--- config.mk ---
export PLATFORM = sky130hd
export DESIGN_NAME = inst_fetcher
export DESIGN_NICKNAME = d
export VERILOG_FILES = /design/src/rtl/inst_fetcher.sv
export SDC_FILE = /design/constraint.sdc
export NUM_CORES = 1
export LEC_CHECK = 0
export CORE_MARGIN = 1.5
export CORE_UTILIZATION = 35
export DETAILED_ROUTE_END_ITERATION = 8
export PLACE_DENSITY = 0.62
export SLEW_MARGIN = 20
export SYNTH_ARGS = -nofsm -noshare
export SYNTH_HDL_FRONTEND = slang
export SYNTH_SLANG_ARGS = --single-unit
export TNS_END_PERCENT = 50
--- constraint.sdc ---
create_clock -name clk_in -period 6.15 [get_ports clk_in]
set_clock_uncertainty 0.05 [all_clocks]
set_input_delay 0.615 -clock clk_in [delete_from_list [all_inputs] [get_ports clk_in]]
set_output_delay 0.615 -clock clk_in [all_outputs]
set_load 0.03 [all_outputs]
--- src/rtl/inst_fetcher.sv ---
// inst_fetcher: instruction fetch stage in front of the decoder.
// It keeps the PC, sends one instruction-cache request at a time, and puts
// each returned word into a small queue. The decoder receives one word per
// cycle from that queue. JAL is predicted taken; every other instruction
// falls through to pc+4. A redirect flushes the queue and restarts fetch.
//
// Ports
//   clk_in, rst_in          clock, asynchronous active-low reset
//   rdy_in                  global ready; when low, all state is frozen
//   icache_req_out/addr     one-cycle fetch request and its address
//   icache_valid_in/inst_in response strobe and instruction word
//   stall_in                downstream cannot accept this cycle
//   redirect_in/pc_in       flush, then restart fetch at redirect_pc_in
//   inst_req_out            one-cycle pulse per delivered instruction
//   inst_out/pc_out         instruction word and its PC
//   pred_jump_out           fetch already followed this instruction (JAL)
//
// state      | meaning
// ST_FETCH   | may issue a request when the queue has a free slot
// ST_WAIT    | request outstanding; the response is pushed to the queue
// ST_DISCARD | request was overtaken by a redirect; the response is dropped
module inst_fetcher #(
  parameter logic [31:0] RESET_PC        = 32'h0000_0000,
  parameter int          QUEUE_DEPTH_LOG = 2
) (
  input  logic        clk_in,
  input  logic        rst_in,
  input  logic        rdy_in,
  output logic        icache_req_out,
  output logic [31:0] icache_addr_out,
  input  logic        icache_valid_in,
  input  logic [31:0] icache_inst_in,
  input  logic        stall_in,
  input  logic        redirect_in,
  input  logic [31:0] redirect_pc_in,
  output logic        inst_req_out,
  output logic [31:0] inst_out,
  output logic [31:0] pc_out,
  output logic        pred_jump_out
);

  localparam int DEPTH = 1 << QUEUE_DEPTH_LOG;

  typedef enum logic [1:0] {ST_FETCH, ST_WAIT, ST_DISCARD} state_t;

  state_t r_state;
  state_t w_state_nx;

  logic [31:0] r_q_inst [DEPTH];
  logic [31:0] r_q_pc   [DEPTH];
  logic        r_q_pred [DEPTH];

  logic [QUEUE_DEPTH_LOG-1:0] r_wr_ptr;
  logic [QUEUE_DEPTH_LOG-1:0] r_rd_ptr;
  logic [QUEUE_DEPTH_LOG:0]   r_count;

  logic [31:0] r_pc;
  logic [31:0] w_pc_nx;
  logic        w_issue;
  logic        w_push;
  logic        w_pop;

  logic        r_icache_req;
  logic [31:0] r_icache_addr;
  logic        r_inst_req;
  logic [31:0] r_inst;
  logic [31:0] r_pc_out;
  logic        r_pred;

  logic        w_is_jal;
  logic [31:0] w_jal_imm;
  logic [31:0] w_pred_pc;

  assign w_is_jal  = (icache_inst_in[6:0] == 7'b1101111);
  assign w_jal_imm = {{11{icache_inst_in[31]}}, icache_inst_in[31], icache_inst_in[19:12],
                      icache_inst_in[20], icache_inst_in[30:21], 1'b0};
  assign w_pred_pc = w_is_jal ? (r_pc + w_jal_imm) : (r_pc + 32'd4);

  always_ff @(posedge clk_in or negedge rst_in) begin
    if (!rst_in) begin
      r_state <= ST_FETCH;
    end else if (rdy_in) begin
      r_state <= w_state_nx;
    end
  end

  always_comb begin
    w_state_nx = r_state;
    w_pc_nx    = r_pc;
    w_issue    = 1'b0;
    w_push     = 1'b0;
    w_pop      = (r_count != '0) && !stall_in;
    case (r_state)
      // The count never exceeds DEPTH, so a clear MSB means a slot is free.
      ST_FETCH: begin
        if (!r_count[QUEUE_DEPTH_LOG]) begin
          w_issue    = 1'b1;
          w_state_nx = ST_WAIT;
        end
      end
      ST_WAIT: begin
        if (icache_valid_in) begin
          w_push     = 1'b1;
          w_pc_nx    = w_pred_pc;
          w_state_nx = ST_FETCH;
        end
      end
      ST_DISCARD: begin
        if (icache_valid_in) begin
          w_state_nx = ST_FETCH;
        end
      end
      default: w_state_nx = ST_FETCH;
    endcase
    // A redirect takes priority: no issue, no push, no pop. A response still in
    // flight is waited out in ST_DISCARD.
    if (redirect_in) begin
      w_issue = 1'b0;
      w_push  = 1'b0;
      w_pop   = 1'b0;
      w_pc_nx = redirect_pc_in;
      if ((r_state == ST_FETCH) || icache_valid_in) begin
        w_state_nx = ST_FETCH;
      end else begin
        w_state_nx = ST_DISCARD;
      end
    end
  end

  always_ff @(posedge clk_in or negedge rst_in) begin
    if (!rst_in) begin
      r_pc          <= RESET_PC;
      r_wr_ptr      <= '0;
      r_rd_ptr      <= '0;
      r_count       <= '0;
      r_icache_req  <= 1'b0;
      r_icache_addr <= 32'h0;
      r_inst_req    <= 1'b0;
      r_inst        <= 32'h0;
      r_pc_out      <= 32'h0;
      r_pred        <= 1'b0;
    end else if (rdy_in) begin
      r_pc         <= w_pc_nx;
      r_icache_req <= w_issue;
      if (w_issue) begin
        r_icache_addr <= r_pc;
      end
      r_inst_req <= w_pop;
      if (w_pop) begin
        r_inst   <= r_q_inst[r_rd_ptr];
        r_pc_out <= r_q_pc[r_rd_ptr];
        r_pred   <= r_q_pred[r_rd_ptr];
      end
      if (redirect_in) begin
        r_wr_ptr <= '0;
        r_rd_ptr <= '0;
        r_count  <= '0;
      end else begin
        if (w_push) begin
          r_wr_ptr <= r_wr_ptr + 1'b1;
        end
        if (w_pop) begin
          r_rd_ptr <= r_rd_ptr + 1'b1;
        end
        if (w_push && !w_pop) begin
          r_count <= r_count + 1'b1;
        end else if (!w_push && w_pop) begin
          r_count <= r_count - 1'b1;
        end
      end
    end
  end

  // Queue storage has no reset; entries are only read below the count.
  always_ff @(posedge clk_in) begin
    if (rdy_in && w_push) begin
      r_q_inst[r_wr_ptr] <= icache_inst_in;
      r_q_pc[r_wr_ptr]   <= r_pc;
      r_q_pred[r_wr_ptr] <= w_is_jal;
    end
  end

  assign icache_req_out  = r_icache_req;
  assign icache_addr_out = r_icache_addr;
  assign inst_req_out    = r_inst_req;
  assign inst_out        = r_inst;
  assign pc_out          = r_pc_out;
  assign pred_jump_out   = r_pred;

endmodule

### After elaboration in Yosys (flattened, before gate mapping)

Memory sizes are Yosys's and may differ from the RTL's. A register that Yosys moved wholly into a read port is not among the register bits.
Index checks and enable logic that the tools add are counted.

* register bits: 75
* bits in writable memories: 260
* output and inout bits: 99
* memories: 3

Memory list
* r_q_inst: words 4, width 32, rd ports 1, clocked after Yosys merged registers in 1, write ports 1, RTL line 49 `logic [31:0] r_q_inst [DEPTH];`
* r_q_pc: words 4, width 32, rd ports 1, clocked after Yosys merged registers in 1, write ports 1, RTL line 50 `logic [31:0] r_q_pc [DEPTH];`
* r_q_pred: words 4, width 1, rd ports 1, clocked after Yosys merged registers in 1, write ports 1, RTL line 51 `logic r_q_pred [DEPTH];`

* add/subtract/negate cells: 6
* eq/ne operators: 5
* mux-type cells: 25
* reduce and logical (&&, ||, !) cells: 26

Operators with widths (count)
* 2-to-1 mux 32 bit: 4
* adder 32 x 3 -> 32 bit (second input constant): 1
* adder 32 bit: 1
* 2-to-1 mux 2 bit: 8
* AND reduction 2 bit: 5
* 2-to-1 mux 1 bit: 9
* 2-to-1 mux 3 bit: 3
* nonzero test 2 bit: 4
* == test 7 bit (second input constant): 1
* logical NOT 1 bit: 6
* AND reduction 3 bit: 2
* nonzero test 3 bit: 2
* adder 2 x 1 -> 2 bit (second input constant): 2
* logical AND 1 bit: 4
* case mux 2 bit (2 select lines): 1
* adder 3 x 1 -> 3 bit (second input constant): 1
* != test 3 x 1 -> 1 bit (second input constant): 1
* != test 3 bit (second input constant): 1
* subtractor 3 x 1 -> 3 bit (second input constant): 1
* == test 2 x 1 -> 1 bit (second input constant): 1
* == test 2 bit (second input constant): 1
* logical NOT 2 bit: 1
* OR reduction 2 bit: 1
* logical OR 1 bit: 1

### Depth between registers and ports, before layout

Gate-level depths: netlist (run 1).

* depth after elaboration: 8
* mapped depth: 12

### Worst setup path before layout (run 1)

Ideal clock, no wire load.

* kind: input to register
* from: input port icache_valid_in
* to: memory r_q_inst[2][0] (enable)
* library setup time: 0.430 ns
* arrival time: 3.147 ns
* data required time: 5.670 ns
* slack: 2.523 ns
* stages on the path: 5
* path through: nand2_1 a21oi_1 clkbuf_1 clkbuf_1 and3_1

* word-level cells in the longest chain between the ends: 6

RTL lines
* start: declaration: RTL line 31 `input logic icache_valid_in,`
* 2-to-1 mux 1 bit: RTL line 102 `if (icache_valid_in) begin`
* 2-to-1 mux 1 bit: RTL line 93 `case (r_state)`
* 2-to-1 mux 1 bit: RTL line 117 `if (redirect_in) begin`
* logical AND 1 bit: RTL line 176 `if (rdy_in && w_push) begin`
* 2-to-1 mux 1 bit: RTL line 176
* 2-to-1 mux 1 bit (not written as such): RTL line 177 `r_q_inst[r_wr_ptr] <= icache_inst_in;`
* end: declaration: RTL line 49

Every way passes these cells.

### Final worst setup path (run 1)

* from: input port rdy_in
* to: register r_pc[30]

* word-level cells in the longest chain between the ends: 1

RTL lines
* start: declaration: RTL line 28 `input logic rdy_in,`
* AND reduction 3 bit (no source line)
* end signal: assignment: RTL line 143 `r_pc <= w_pc_nx;`
* end: declaration: RTL line 57 `logic [31:0] r_pc;`

Every way passes these cells.
A chain may end at the register's enable or synchronous reset.

==> results of run 1 <==
[state kept, by name (all words and copies together), names as in the netlist]
name and count:
inst_out 32, inst_req_out 1, r_rd_ptr 2, r_state 2
r_q_pred 4, r_pc 32, icache_addr_out 32, r_q_inst 128
r_q_pc 128, r_count 3, icache_req_out 1, r_wr_ptr 2
pc_out 32, pred_jump_out 1
[layout make-up]
type | count | area [sq um] | area share, %
inverters | 18 | 67.6 | 0.319
repair buffers | 181 | 1830 | 8.64
clock buffers | 67 | 1260 | 5.92
flip-flops and latches | 400 | 11300 | 53.4
multi-input cells | 653 | 5800 | 27.3
well taps | 664 | 831 | 3.92
clock inverters | 9 | 98.8 | 0.466
[per-layer routing]
| metal | GRT usage [%] | part of all wire, % | vias to the layer above |
|---|---|---|---|
| met5 | 0 | 0 | - |
| met4 | 4.07 | 1.6 | 0 |
| met3 | 3.61 | 6.6 | 52 |
| met2 | 27.3 | 47 | 298 |
| met1 | 23.1 | 44 | 5227 |
| li1 | - | - | 4675 |
[worst register-to-register path, cell delays in order (launching register included)]
cell       delay (ns)
dfrtp_1          0.50
ha_1             0.22
inv_1            0.05
fa_1             0.38
nand2b_1         0.19
a21oi_1          0.37
a2111oi_2        0.14
nor2_2           0.25
a41oi_1          0.24
o21ai_0          0.26
xor2_1           0.11
o21ai_0          0.15
nand3_1          0.08
[power breakdown]
| part | total (mW) | internal (mW) | switching [mW] |
|---|---|---|---|
| logic | 3.18 | 1.52 | 1.66 |
| clock network | 2.48 | 1.48 | 0.997 |
| registers | 3.98 | 3.43 | 0.556 |
| total | 9.65 | 6.43 | 3.21 |
[through the flow]
step | power (mW) | hold slack, ns | instance area [sq um]
final | 9.65 | 0.0874 | 21200
after global routing | 10.1 | 0.159 | 21200
after CTS | 9.77 | 0.107 | 21100
after detailed placement | 7.26 | 0.422 | 19800
after global placement | 7.22 | 0.412 | 19800
after floorplan | 5.96 | 0.269 | 17300
[cells by family after synthesis]
| group | share of synthesized area [%] |
|---|---|
| and+or+nand+nor | 6.04 |
| buffers and inverters | 1.48 |
| AOI/OAI and AO/OA | 6.98 |
| xor gates and xnor gates | 2.43 |
| adders and majority gates | 2.90 |
| DFF | 65.2 |
| muxes | 14.9 |
[worst paths after layout]
kind,cells after the start,from,end
setup / recovery,11,rdy_in,r_pc[30]
hold / removal,1,rst_in,inst_out[11]
setup reg to reg,12,r_pc[1],r_pc[25]
hold reg to reg,2,r_state[1],r_state[1]
max in group asynchronous,2,rst_in,r_rd_ptr[0]
min in group clk_in,2,r_state[1],r_state[1]
[Yosys cell counts (all sizes together), types with 4 or more instances]
master | instances | area, sq um
edfxtp | 260 | 7810
dfrtp | 140 | 3500
mux2 | 98 | 1100
a21oi | 71 | 363
nand2 | 67 | 251
mux4 | 65 | 1460
o21ai | 51 | 255
nor2 | 46 | 175
clkbuf | 39 | 148
ha | 37 | 463
xnor2 | 33 | 289
nand3 | 23 | 115
inv | 17 | 63.8
nor3 | 15 | 85.1
xor2 | 15 | 131
a211oi | 14 | 110
and3 | 14 | 87.6
nand4 | 11 | 81.3
o22ai | 11 | 68.8
a21o | 10 | 75.1
buf | 9 | 41.3
nand2b | 7 | 51.3
a31oi | 5 | 31.3
and2 | 5 | 31.3
o31ai | 5 | 51.3
a22oi | 4 | 30.0
nor2b | 4 | 25.0
nor4 | 4 | 55.1
o211ai | 4 | 30.0
==> results.json, run 1 <==
{
  "worst_ir_drop_vdd_mv": 0.182,
  "pre_cts_ws_ns": 2.22,
  "syn-num-nets": 1228,
  "die-width_microns": 226,
  "drc": 0,
  "crit_chain": "clkdlybuf4s50_1 > inv_1 > a21oi_1 > buf_4 > nand2_1 > nor2_1 > nand2_1 > o21ai_0 > o21ai_0 > o221ai_1 > a211oi_2",
  "grt_pass1_wl_microns": 64600,
  "hold_class": "input pin to asynchronous set/reset pin",
  "setup_viol": 0,
  "critPathKind": "input pin to flip-flop",
  "cap_violations": 0,
  "synthToLayoutAreaGrowth_pct": 22.3,
  "cts_resized": 0,
  "insertion_delay_ns": 0.54,
  "clock_path_buffers": 3,
  "synth-seq-cells": 400,
  "cp-end-kind": "flip-flop",
  "postRouteAntennaNets": 0,
  "path_delay_family": "buffers and inverters",
  "start_util_pct": 35.4,
  "drtIter0Drc": 749,
  "synth_edf_count": 260,
  "clock-sinks": 400,
  "rows": 81,
  "gp_congestion": 0.846,
  "clockRootBuffer": "clkbuf_16",
  "leakage_nw": 7.46,
  "setup_slack_ns": 2.64,
  "relSlewSlack_pct": 27.2,
  "cts_tree": "yes",
  "cts_buffers": 42,
  "antenna_found_initial": 0,
  "post_cts.repair.setup_buffers": 0,
  "final.setup.tns_ns": 0,
  "dr.pass1.iters": 4,
  "crit_slowest_cell": "clkdlybuf4s50_1",
  "slew_viol_final": 0,
  "die-area_sq_mm": 0.0509,
  "htree_levels": 2,
  "coreArea_sq_mm": 0.0490,
  "num_antenna_cells": 0,
  "netlist_area_sq_mm": 0.0173,
  "syn_avg_cell_area_sq_um": 15.5,
  "grt_usage_pct": 16.8,
  "hpwlAfterDp_microns": 26900,
  "num_io_pins": 169,
  "max_slew.worst_pin.slew_ns": 1.09,
  "finalCriticalPeriod_ns": 3.51,
  "grt_pass1_vias": 10697,
  "ys_warn_count": 0,
  "placed_cells": 1912,
  "final_common_cell": "edfxtp_1",
  "fill_cells": 4372,
  "max_stage_delay_ns": 0.89,
  "final_cell_mix": "edfxtp_1 (260), clkdlybuf4s50_1 (166), dfrtp_1 (138)",
  "cp_max_fo": 21,
  "drive_above_1_share_pct": 19.7,
  "grt_max_degree": 82,
  "start_kind": "input pin",
  "final_core_utilization_pct": 43.3,
  "avgViaCountPerCell": 5.15,
  "r2r_slack_ns": 3.03,
  "cp_data_required_time_ns": 6.50,
  "wirelength_microns": 42100,
  "fmax_mhz": 285,
  "clkTransAtPathRegs_ns": 0.06,
  "die_h_microns": 226,
  "wire_per_inst_microns": 21.1,
  "vias": 10252,
  "rsz0062_at_grt": "false",
  "fin_cells": 1992,
  "final_net_count": 1405,
  "fin_crit_sh_pct": 57.1,
  "synth_top_flop_cell": "edfxtp_1",
  "portBuffers": 168,
  "ctsHoldBuffers": 0,
  "synthArstFlopShare_pct": 35.0,
  "power_density_mw_per_mm2": 455,
  "cp.arrival_ns": 3.86,
  "grt_overflow": 0,
  "outcome": "completed",
  "hold_viol_final": 0,
  "path_buf_inv": 3,
  "ys_seq_area_share_pct": 65.2,
  "synth_cell_types": 67,
  "syn-instance-count": 1119
}
No activity file was read; power rests on OpenSTA's default activity.
==> inputs of run 2 (changes only) <==
==> constraint.sdc (replaced) <==
create_clock -name clk_in -period 3.5 [get_ports clk_in]
set_clock_uncertainty 0.05 [all_clocks]
set_input_delay 0.35 -clock clk_in [delete_from_list [all_inputs] [get_ports clk_in]]
set_output_delay 0.35 -clock clk_in [all_outputs]
set_load 0.03 [all_outputs]
==> results.json, run 2 (synthesized netlist as in run 1, its figures left out) <==
{
  "dpl_cell_area_sq_mm": 0.0201,
  "max_slew.worst_pin.slew_ns": 0.849,
  "die-width_microns": 226,
  "critPathKind": "flip-flop to flip-flop",
  "setup_viol": 0,
  "crit_slowest_cell": "dfrtp_1",
  "met3_usage_pct": 4.39,
  "final_common_cell": "edfxtp_1",
  "cp.arrival_ns": 3.39,
  "start_kind": "flip-flop",
  "fin_area_sq_mm": 0.0214,
  "gp_congestion": 0.841,
  "postRouteAntennaNets": 0,
  "fill_cells": 4363,
  "finalCriticalPeriod_ns": 2.96,
  "power_density_mw_per_mm2": 793,
  "grt_pass1_wl_microns": 65500,
  "grt_usage_pct": 17.3,
  "fin_crit_sh_pct": 84.7,
  "cp_data_required_time_ns": 3.93,
  "setup_slack_ns": 0.535,
  "relSlewSlack_pct": 43.4,
  "cap_violations": 0,
  "rsz0062_at_grt": "false",
  "final.setup.tns_ns": 0,
  "vias": 10429,
  "hold_viol_final": 0,
  "cts_resized": 0,
  "reg_top3": "r_q_inst (128), r_q_pc (128)",
  "insertion_delay_ns": 0.54,
  "hpwlAfterDp_microns": 28700,
  "grt_pass1_vias": 10526,
  "leakage_nw": 7.58,
  "cp-end-kind": "flip-flop",
  "multi_input_area_sq_mm": 0.00580,
  "clkTransAtPathRegs_ns": 0.06,
  "portBuffers": 168,
  "grtUsageMet2_pct": 27.8,
  "grt_overflow": 0,
  "wire_per_inst_microns": 21.5,
  "final_cell_mix": "edfxtp_1 (260), clkdlybuf4s50_1 (166), dfrtp_1 (138)",
  "wirelength_microns": 43300,
  "regArea_sq_mm": 0.0113,
  "num_antenna_cells": 0,
  "max_stage_delay_ns": 0.50,
  "pre_cts_ws_ns": 0.149,
  "htree_levels": 2,
  "grt.busiest_layer": "met2",
  "cp_max_fo": 8,
  "outcome": "completed",
  "start_util_pct": 35.4,
  "avgViaCountPerCell": 5.18,
  "clock_path_buffers": 3,
  "cts_buffers": 41,
  "path_delay_family": "compound AO/OA/AOI/OAI gates",
  "final_net_count": 1426,
  "r2r_slack_ns": 0.54,
  "dr.pass1.iters": 5,
  "grt_max_degree": 77,
  "drtIter0Drc": 660,
  "hold_class": "input pin to flip-flop",
  "clockRootBuffer": "clkbuf_16",
  "worst_ir_drop_vdd_mv": 0.307,
  "drive_above_1_share_pct": 20.8,
  "rows": 81,
  "fmax_mhz": 337,
  "die_h_microns": 226,
  "num_io_pins": 169,
  "drc": 0,
  "crit_chain": "ha_1 > inv_1 > fa_1 > nand2b_1 > a21oi_1 > a2111oi_2 > nor2_2 > a21boi_0 > xnor2_1 > nor2_1 > a2111oi_0 > a211o_1",
  "grt_use_met1_pct": 23.1,
  "slew_viol_final": 0,
  "clock-sinks": 400,
  "path_buf_inv": 1,
  "synthToLayoutAreaGrowth_pct": 23.6,
  "cts_tree": "yes",
  "die-area_sq_mm": 0.0509,
  "antenna_found_initial": 6,
  "coreArea_sq_mm": 0.0490
}
==> run 2: cell type report <==
class | count | share of cell area (%)
Inverter | 18 | 0.315
Clock inverter | 22 | 0.993
Tap cell | 664 | 3.88
Sequential cell | 400 | 52.8
Clock buffer | 53 | 5.19
Timing Repair Buffer | 203 | 9.71
Multi-Input combinational cell | 653 | 27.1
==> run 2: layer usage <==
layer | part of all wire (%) | vias to the layer above
met1 | 43 | 5262
met3 | 7.3 | 80
met2 | 47 | 349
li1 | - | 4726
met5 | 0.15 | -
met4 | 2.7 | 12
==> run 2: worst reg2reg max path, cell delays in order (launching register included) <==
cell and delay, ns:
dfrtp_1 0.50, ha_1 0.23, inv_1 0.06, fa_1 0.37
nand2b_1 0.19, a21oi_1 0.24, a2111oi_2 0.12, nor2_2 0.23
a21boi_0 0.15, xnor2_1 0.16, nor2_1 0.06, a2111oi_0 0.38
a211o_1 0.17
==> run 2: final timing paths <==
path	start	endpoint	cells past startpoint
worst min-delay path	redirect_in	r_rd_ptr[1]	2
max in group asynchronous	rst_in	inst_out[19]	3
min in group asynchronous	rst_in	inst_out[10]	2
worst min register to register	inst_req_out	inst_req_out	1
worst max-delay path	r_pc[1]	r_pc[19]	12
worst max register to register	r_pc[1]	r_pc[19]	12
==> run 2: power by group <==
part	switching (mW)	internal [mW]
Combinational	3.05	2.74
Sequential	0.841	6.03
Clock	1.79	2.54
Total	5.68	11.3
==> run 2: stage by stage <==
stage | hold slack (ns) | cells | util, % | total power [mW]
5_1_grt | 0.215 | 2013 | 43.8 | 17.8
3_5_place_dp | 0.429 | 1937 | 41.0 | 12.8
6_report | 0.204 | 2013 | 43.8 | 17.0
2_1_floorplan | 0.00441 | 1119 | - | 10.5
4_1_cts | 0.174 | 2013 | 43.8 | 17.2
3_3_place_gp | 0.411 | 1937 | 41.0 | 12.7
==> run 2: what timing repair did <==
item / in CTS / in global routing
setup buffers: 0 / 0
endpoints found under the hold margin: 72 / 0
hold buffers: 1 / 0
